===== src/rtl/periph_bus_fabric.sv =====
// Peripheral bus fabric: one valid/ready master to NUM_SLAVES slaves with decode/timeout error responses.
// Latency: slave ready in cycle k gives m_ready in k+1 (min 2); one request in flight, m_valid only sampled in IDLE.
module periph_bus_fabric #(
  parameter int                          NUM_SLAVES     = 4,
  parameter int                          ADDR_W         = 31,
  parameter logic [NUM_SLAVES*ADDR_W-1:0] SLAVE_BASE     = '0,
  parameter logic [NUM_SLAVES*ADDR_W-1:0] SLAVE_MASK     = '0,
  parameter int                          TIMEOUT_CYCLES = 255,
  parameter logic [31:0]                 ERR_RDATA      = 32'hDEAD_BEEF
) (
  input  logic                       sys_clk,
  input  logic                       rst_n,
  input  logic                       m_valid,
  input  logic                       m_write,
  input  logic [ADDR_W-1:0]          m_addr,
  input  logic [31:0]                m_wdata,
  input  logic [3:0]                 m_wstrb,
  output logic [31:0]                m_rdata,
  output logic                       m_ready,
  output logic                       m_err,
  output logic [NUM_SLAVES-1:0]      s_valid,
  output logic [ADDR_W-1:0]          s_addr,
  output logic                       s_write,
  output logic [31:0]                s_wdata,
  output logic [3:0]                 s_wstrb,
  input  logic [NUM_SLAVES*32-1:0]   s_rdata,
  input  logic [NUM_SLAVES-1:0]      s_ready,
  input  logic                       err_clear,
  output logic [7:0]                 err_count,
  output logic [ADDR_W-1:0]          err_addr,
  output logic                       err_irq
);

  localparam int SEL_W = (NUM_SLAVES > 1) ? $clog2(NUM_SLAVES) : 1;

  typedef enum logic [1:0] {ST_IDLE, ST_ACCESS, ST_RESP} state_t;

  state_t           r_state;
  state_t           w_next;
  logic [SEL_W-1:0] r_sel;
  logic [SEL_W-1:0] w_dec_idx;
  logic             w_dec_hit;
  logic [15:0]      r_tmo_cnt;
  logic             r_err;
  logic             w_sel_rdy;
  logic [31:0]      w_sel_rdata;
  logic             w_tmo;
  logic             w_err_evt;

  // Scan from the top so the lowest matching index is the one left standing.
  always_comb begin
    w_dec_hit = 1'b0;
    w_dec_idx = '0;
    for (int i = NUM_SLAVES - 1; i >= 0; i--) begin
      if ((m_addr & SLAVE_MASK[i*ADDR_W +: ADDR_W]) == SLAVE_BASE[i*ADDR_W +: ADDR_W]) begin
        w_dec_hit = 1'b1;
        w_dec_idx = SEL_W'(i);
      end
    end
  end

  always_comb begin
    w_sel_rdy   = 1'b0;
    w_sel_rdata = '0;
    for (int i = 0; i < NUM_SLAVES; i++) begin
      if (r_sel == SEL_W'(i)) begin
        w_sel_rdy   = s_ready[i];
        w_sel_rdata = s_rdata[i*32 +: 32];
      end
    end
  end

  assign w_tmo = (r_tmo_cnt == 16'(TIMEOUT_CYCLES - 1));

  always_ff @(posedge sys_clk) begin
    if (!rst_n) r_state <= ST_IDLE;
    else        r_state <= w_next;
  end

  always_comb begin
    w_next    = r_state;
    w_err_evt = 1'b0;
    case (r_state)
      ST_IDLE: begin
        if (m_valid) begin
          w_next    = w_dec_hit ? ST_ACCESS : ST_RESP;
          w_err_evt = !w_dec_hit;
        end
      end
      ST_ACCESS: begin
        // A ready on the final allowed cycle still counts as a normal completion.
        if (w_sel_rdy) begin
          w_next = ST_RESP;
        end else if (w_tmo) begin
          w_next    = ST_RESP;
          w_err_evt = 1'b1;
        end
      end
      ST_RESP: w_next = ST_IDLE;
      default: w_next = ST_IDLE;
    endcase
  end

  always_comb begin
    s_valid = '0;
    if (r_state == ST_ACCESS) begin
      for (int i = 0; i < NUM_SLAVES; i++) begin
        s_valid[i] = (r_sel == SEL_W'(i));
      end
    end
  end

  assign m_ready = (r_state == ST_RESP);
  assign m_err   = m_ready & r_err;
  assign err_irq = m_err;

  always_ff @(posedge sys_clk) begin
    if (!rst_n) begin
      r_sel     <= '0;
      r_tmo_cnt <= '0;
      r_err     <= 1'b0;
      m_rdata   <= '0;
      s_addr    <= '0;
      s_write   <= 1'b0;
      s_wdata   <= '0;
      s_wstrb   <= '0;
      err_count <= '0;
      err_addr  <= '0;
    end else begin
      case (r_state)
        ST_IDLE: begin
          r_tmo_cnt <= '0;
          if (m_valid) begin
            s_addr  <= m_addr;
            s_write <= m_write;
            s_wdata <= m_wdata;
            s_wstrb <= m_wstrb;
            r_sel   <= w_dec_idx;
            r_err   <= !w_dec_hit;
            if (!w_dec_hit) m_rdata <= ERR_RDATA;
          end
        end
        ST_ACCESS: begin
          r_tmo_cnt <= r_tmo_cnt + 16'd1;
          if (w_sel_rdy) begin
            m_rdata <= w_sel_rdata;
            r_err   <= 1'b0;
          end else if (w_tmo) begin
            m_rdata <= ERR_RDATA;
            r_err   <= 1'b1;
          end
        end
        default: ;
      endcase

      // Bookkeeping lands on entry to RESP so it is visible alongside err_irq.
      if (w_err_evt) begin
        err_addr  <= (r_state == ST_IDLE) ? m_addr : s_addr;
        err_count <= err_clear ? 8'd1 : ((err_count == 8'hFF) ? 8'hFF : err_count + 8'd1);
      end else if (err_clear) begin
        err_count <= '0;
      end
    end
  end

endmodule


===== config.mk =====
export PLATFORM = sky130hd
export DESIGN_NAME = periph_bus_fabric
export DESIGN_NICKNAME = d
export VERILOG_FILES = /design/src/rtl/periph_bus_fabric.sv
export SDC_FILE = /design/constraint.sdc
export NUM_CORES = 1
export LEC_CHECK = 0
export BUFFER_PORTS_ARGS = -buffer_cell sky130_fd_sc_hd__buf_2
export CORE_AREA = 10 10 129 131
export DETAILED_ROUTE_END_ITERATION = 8
export DIE_AREA = 0 0 139 141
export GPL_ROUTABILITY_DRIVEN = 0
export PLACE_DENSITY = 0.77
export RECOVER_POWER = 100
export SYNTH_ARGS = -nofsm -noshare
export SYNTH_HDL_FRONTEND = slang
export SYNTH_SLANG_ARGS = --single-unit

===== constraint.sdc =====
create_clock -name sys_clk -period 3.9 [get_ports sys_clk]
set_input_delay 0.975 -clock sys_clk [delete_from_list [all_inputs] [get_ports sys_clk]]
set_output_delay 0.975 -clock sys_clk [all_outputs]
set_load 0.01 [all_outputs]

==> results of run 1 <==
-- power by group through the flow --
stage | logic (W) | registers [W] | clock network [W]
floorplan | 0.000195 | 0.00178 | 0
detailed placement | 0.000400 | 0.00175 | 0
global route | 0.000419 | 0.00172 | 0.00182
global placement | 0.000396 | 0.00175 | 0
CTS | 0.000400 | 0.00171 | 0.00175
finish | 0.000376 | 0.00172 | 0.00172
-- per-stage QoR --
step	instance area (um^2)	total power [W]	instances	utilization, %
CTS	8100	0.00387	1110	57.0
global placement	7480	0.00214	1078	52.7
detailed placement	7480	0.00215	1078	52.7
global route	7910	0.00396	1111	55.7
finish	7910	0.00381	1111	55.7
floorplan	6160	0.00197	697	-
-- sequential cells by signal, indices dropped and copies added, names as in the netlist --
| register | cells |
|---|---|
| s_wdata | 32 |
| s_wstrb | 4 |
| err_count | 8 |
| s_addr | 31 |
| r_state | 2 |
| r_tmo_cnt | 16 |
| r_err | 1 |
| err_addr | 31 |
| m_rdata | 32 |
| s_write | 1 |
-- worst max-delay path, delay by kind of cell --
kind / cells / cell delay (ns)
buffers and inverters: 3 / 1.63
AND/OR/NAND/NOR: 2 / 0.58
AO/OA/AOI/OAI: 1 / 0.23
-- kinds of logic after synthesis --
kind of cell | after synthesis
simple gates | 230
compound gates | 197
flops | 158
buf+inv | 67
mux | 31
xor+xnor | 8
fa+ha+maj | 3
other cells | 1
-- per-layer routing --
metal,wire length (um),GRT usage (%),vias up
met5,13,0,-
met4,395,8.18,2
met3,1990,9.30,30
met2,8800,29.4,222
met1,7690,20.2,2628
li1,-,-,2883
-- Yosys cell counts, types with 7 or more instances --
cell and count:
nand2_1 162, dfxtp_1 158, a21oi_1 109, clkbuf_1 45, a211oi_1 35, mux2i_1 31
o221a_2 24, nor2_1 17, buf_2 11, o22ai_1 9, xor2_1 7
-- area by class of cell --
class                   count  area, um^2  share of cell area (%)
repair buffers            258        1140                    14.5
inverters                   6        23.8                   0.301
clock inverters            12         160                    2.03
flip-flops and latches    158        3160                    40.0
well taps                 184         230                    2.91
multi-input cells         472        2730                    34.5
diodes                      1        2.50                  0.0317
clock buffers              20         457                    5.78
-- worst min-delay path by stage --
| stage | endpoint | slack [ns] | startpoint |
|---|---|---|---|
| floorplan | r_tmo_cnt[15] | 0.46 | r_tmo_cnt[15] |
| global placement | s_wstrb[2] | 0.44 | s_wstrb[2] |
| detailed placement | s_wdata[30] | 0.44 | s_wdata[30] |
| CTS | s_wdata[30] | 0.45 | s_wdata[30] |
| global route | s_wdata[6] | 0.48 | s_wdata[6] |
| finish | s_wdata[27] | 0.45 | s_wdata[27] |
==> results.txt, run 1 <==
Top FF cell, synth: dfxtp_1
Remaining DRCs: 0
Int Pwr: 0.00287 W
Post-route antenna net violation count: 0
Core area: 0.0142 mm^2
Setup TNS Final: 0 ns
R2r startpoint: r_tmo_cnt[1]
Final setup vio count: 0
Post-Syn Area: 0.00615 mm^2
CTS tree: done
Maximum fanout along the worst path: 42
Synth Area in Compound Gates: 20.5%
Largest net degree at the start of global routing: 64
Clk root buf: clkbuf_16
Avg WL per Cell: 17.0 um
Max-Cap Viols: 2
Pre-CTS WS: 1.40 ns
Crit Path Category: primary input to register
Largest family of logic cells by synthesized area: compound AO/OA/AOI/OAI gates
Clk pwr share: 45.1%
Worst min path class: register to register
Required @ worst endpoint: 4.26 ns
Outcome: complete, but fails checks
Drt via density: 5.19
Sequential Power Share: 45.0%
CP startpoint: rst_n
YS warnings: 0
Crit-path cells: buf_2 -> clkbuf_1 -> o21ai_0 -> buf_4 -> or4_1 -> nand2_1
Fillers: 1,365
Max-slew violation count: 84
Clk_lat worst skew: 0.42 ns
CP startpoint kind: primary input
Worst Hold Depth: 2
Number of flops mapped to enable cells by yosys: 0
Commonest non-fill, non-tap cell in the layout: nand2_1
Die span in x: 139 um
Critical-path top delay cell: clkbuf_1
Largest area contributor in the netlist: dfxtp_1
Die height: 141 um
Comb power frac: 9.9%
Final Hold Viols: 0
Slowest stage delay, CP: 1.22 ns
Simple-Gate Fraction of Synth Area: 16.6%
GRT Util Overall: 18.4%
Initial antenna violation count: 2
Area share of the largest cell type after synthesis: 51.4%
Final HPWL DP: 13,500 um
1st-iter DRT viols: 275
H-tree lvl count: 4
#FFs+latches synth: 158
Most frequent cells in the layout: nand2_1, dfxtp_1, clkbuf_1
Synth Area in Adders: 0.610%
Final wirelength: 18,900 um
Final period util: 79.1%
Net Switching: 0.000942 W
Total CTS buffers: 17
WHS: 0.452 ns
R2R setup slack: 1.02 ns
Post-CTS sizing: 0
Layout area overhead: 28.6%
CP Capture Type: register
Num Clock Sinks: 158
Die area: 0.0196 mm^2
Ratio of cells with drive above 1 in the final layout: 19.0%
Relative slew slack: -11.8%
Post-synth ARST share: 0%
DR vias: 5,765
Final Critical Period: 3.08 ns
# IOs: 350
Yosys cell types: 43
Sequential-to-total area share from yosys stat: 51.4%
Final setup margin: 0.815 ns
First-pass GRT wire length: 29,900 um
Slew at the pin with the worst max-slew slack: 1.68 ns
RSZ-0062 raised after global routing: no
Crit Reg-Reg Endpoint: m_rdata[6]
Final #Nets: 1,120
Avg Synthesized Cell Area: 8.85 um^2
Reg clk slew, reported paths: 0.07 ns
Maximum clock path buffer count: 2
PwrDens: 482 mW/mm^2
Worst reg-to-reg path cell count: 6
Vias in the first global route: 5,734
Post-synthesis xor/xnor area fraction: 1.14%
Failing checks: capacitance limit, slew limit
Remaining global-route overflow: 0
Mux cell area share after synthesis: 5.05%
Peak supply drop: 0.313 mV
Lkg Pwr: 3.09 nW
Rows: 44
CP Capture Point: r_tmo_cnt[12]
Post-CTS setup buffers: 0
Detailed Routing Iterations Pass 1: 5
CTS Hold Bufs: 0
Port bufs: 247
Arr. time, crit path: 3.44 ns
Synth top area cells: dfxtp_1, nand2_1, a21oi_1, mux2i_1, o221a_2
Achievable Freq: 0.324 GHz
Net Sw Frac: 24.7%
Worst Skew: 0.00771 ns
Synthesized instance count: 695
Initial core utilization: 43.3%
No activity file was read; power rests on OpenSTA's default activity.
==> run 2, diff against run 1 <==
--- a/config.mk
+++ b/config.mk
@@ -6,11 +6,12 @@
 export NUM_CORES = 1
 export LEC_CHECK = 0
 export BUFFER_PORTS_ARGS = -buffer_cell sky130_fd_sc_hd__buf_2
-export CORE_AREA = 10 10 129 131
+export CORE_ASPECT_RATIO = 2
+export CORE_MARGIN = 10
+export CORE_UTILIZATION = 40
 export DETAILED_ROUTE_END_ITERATION = 8
-export DIE_AREA = 0 0 139 141
 export GPL_ROUTABILITY_DRIVEN = 0
-export PLACE_DENSITY = 0.77
+export PLACE_DENSITY = 0.74
 export RECOVER_POWER = 100
 export SYNTH_ARGS = -nofsm -noshare
 export SYNTH_HDL_FRONTEND = slang
==> constraint.sdc (replaced) <==
create_clock -name sys_clk -period 2.6 [get_ports sys_clk]
set_input_delay 0.65 -clock sys_clk [delete_from_list [all_inputs] [get_ports sys_clk]]
set_output_delay 0.65 -clock sys_clk [all_outputs]
set_load 0.01 [all_outputs]
==> results.txt, run 2 (same netlist as run 1, synthesis figures left out) <==
Outcome: completed
Largest net degree at the start of global routing: 102
Avg WL per Cell: 17.2 um
CP Capture Type: register
Critical-path top delay cell: buf_2
Max-Cap Viols: 0
Pre-CTS WS: 0.464 ns
Commonest non-fill, non-tap cell in the layout: nand2_1
Worst min path class: register to register
Slew at the pin with the worst max-slew slack: 1.25 ns
Remaining global-route overflow: 0
Post-CTS setup buffers: 0
Total CTS buffers: 17
Clk root buf: clkbuf_16
Net Sw Frac: 24.9%
Crit-path cells: nor2_1 -> nand2_2 -> buf_2 -> nand2_1 -> a21oi_1
Final period util: 85.7%
Rows: 64
Lkg Pwr: 3.11 nW
Crit path max-delay family: buffers and inverters
WHS: 0.454 ns
Most frequent cells in the layout: nand2_1, dfxtp_1, clkbuf_1
Sequential Power Share: 44.0%
Final wirelength: 19,400 um
DR vias: 5,835
Final Hold Viols: 0
Reg clk slew, reported paths: 0.06 ns
Final setup margin: 0.371 ns
Worst Skew: 0.00599 ns
Final HPWL DP: 14,100 um
Final setup vio count: 0
Final #Nets: 1,120
Slowest stage delay, CP: 0.95 ns
CTS tree: done
Die height: 195 um
GRT Util Overall: 18.0%
Die area: 0.0210 mm^2
Die span in x: 108 um
Net Switching: 0.00145 W
RSZ-0062 raised after global routing: no
Remaining DRCs: 0
Peak supply drop: 0.530 mV
Required @ worst endpoint: 2.94 ns
Drt via density: 5.18
CTS Hold Bufs: 0
Maximum clock path buffer count: 2
Post-CTS sizing: 0
Relative slew slack: 16.6%
Initial antenna violation count: 2
Largest registers: m_rdata (32), s_wdata (32)
Area after DPL: 0.00755 mm^2
Vias in the first global route: 5,823
Post-route antenna net violation count: 0
Int Pwr: 0.00439 W
1st-iter DRT viols: 245
Maximum fanout along the worst path: 68
Initial core utilization: 40.4%
Fillers: 1,531
H-tree lvl count: 4
Num Clock Sinks: 158
# IOs: 350
Port bufs: 247
Crit Path Category: register to register
CP startpoint kind: register
Clk pwr share: 46.3%
Arr. time, crit path: 2.57 ns
Layout area overhead: 29.8%
First-pass GRT wire length: 30,600 um
Final Critical Period: 2.23 ns
Post-route cell area: 0.00798 mm^2
Ratio of cells with drive above 1 in the final layout: 19.1%
Achievable Freq: 0.449 GHz
Clk_lat worst skew: 0.42 ns
Bufs and invs on worst path: 1
Core area: 0.0152 mm^2
Setup TNS Final: 0 ns
PwrDens: 732 mW/mm^2
Comb power frac: 9.7%
Detailed Routing Iterations Pass 1: 4
Max-slew violation count: 0
run 2: routing by layer:
metal  global-route usage, %  vias up  share of wire (%)
li1                        -     2879                  -
met4                    5.87        0                1.8
met2                    30.6      215                 51
met5                       0        -                  0
met1                    18.8     2722                 37
met3                    8.54       19                9.8
run 2: area by class of cell:
| class | instances | area [um^2] | share of cell area [%] |
|---|---|---|---|
| Antenna cell | 2 | 5.00 | 0.0627 |
| Clock buffer | 18 | 439 | 5.50 |
| Clock inverter | 14 | 208 | 2.60 |
| Inverter | 6 | 23.8 | 0.298 |
| Multi-Input combinational cell | 472 | 2710 | 34.0 |
| Sequential cell | 158 | 3160 | 39.6 |
| Tap cell | 198 | 248 | 3.10 |
| Timing Repair Buffer | 258 | 1180 | 14.8 |
run 2: per-stage QoR:
stage               cells  power, W  utilization, %
detailed placement   1092   0.00323            49.6
floorplan             697   0.00296               -
global route         1125   0.00609            52.5
global placement     1092   0.00322            49.6
finish               1126   0.00585            52.5
CTS                  1124   0.00595            53.8
run 2: path summary, 6_finish.rpt:
check | from | endpoint | slack (ns) | cells after the start
setup / recovery | r_state[1] | s_wdata[22] | 0.37 | 5
hold / removal | s_wdata[4] | s_wdata[4] | 0.45 | 2
setup reg to reg | r_state[1] | s_wdata[22] | 0.37 | 5
hold reg to reg | s_wdata[4] | s_wdata[4] | 0.45 | 2
run 2: tightest hold or removal path, stage by stage, from the launching register on:
cell     delay [ns]
dfxtp_1        0.31
nand2_1        0.05
a21oi_1        0.05
run 2: power groups by stage:
stage	registers (W)	logic, W	clock network [W]
2_1_floorplan	0.00267	0.000292	0
3_3_place_gp	0.00262	0.000601	0
3_5_place_dp	0.00262	0.000608	0
4_1_cts	0.00257	0.000610	0.00277
5_1_grt	0.00259	0.000632	0.00288
6_report	0.00257	0.000567	0.00271
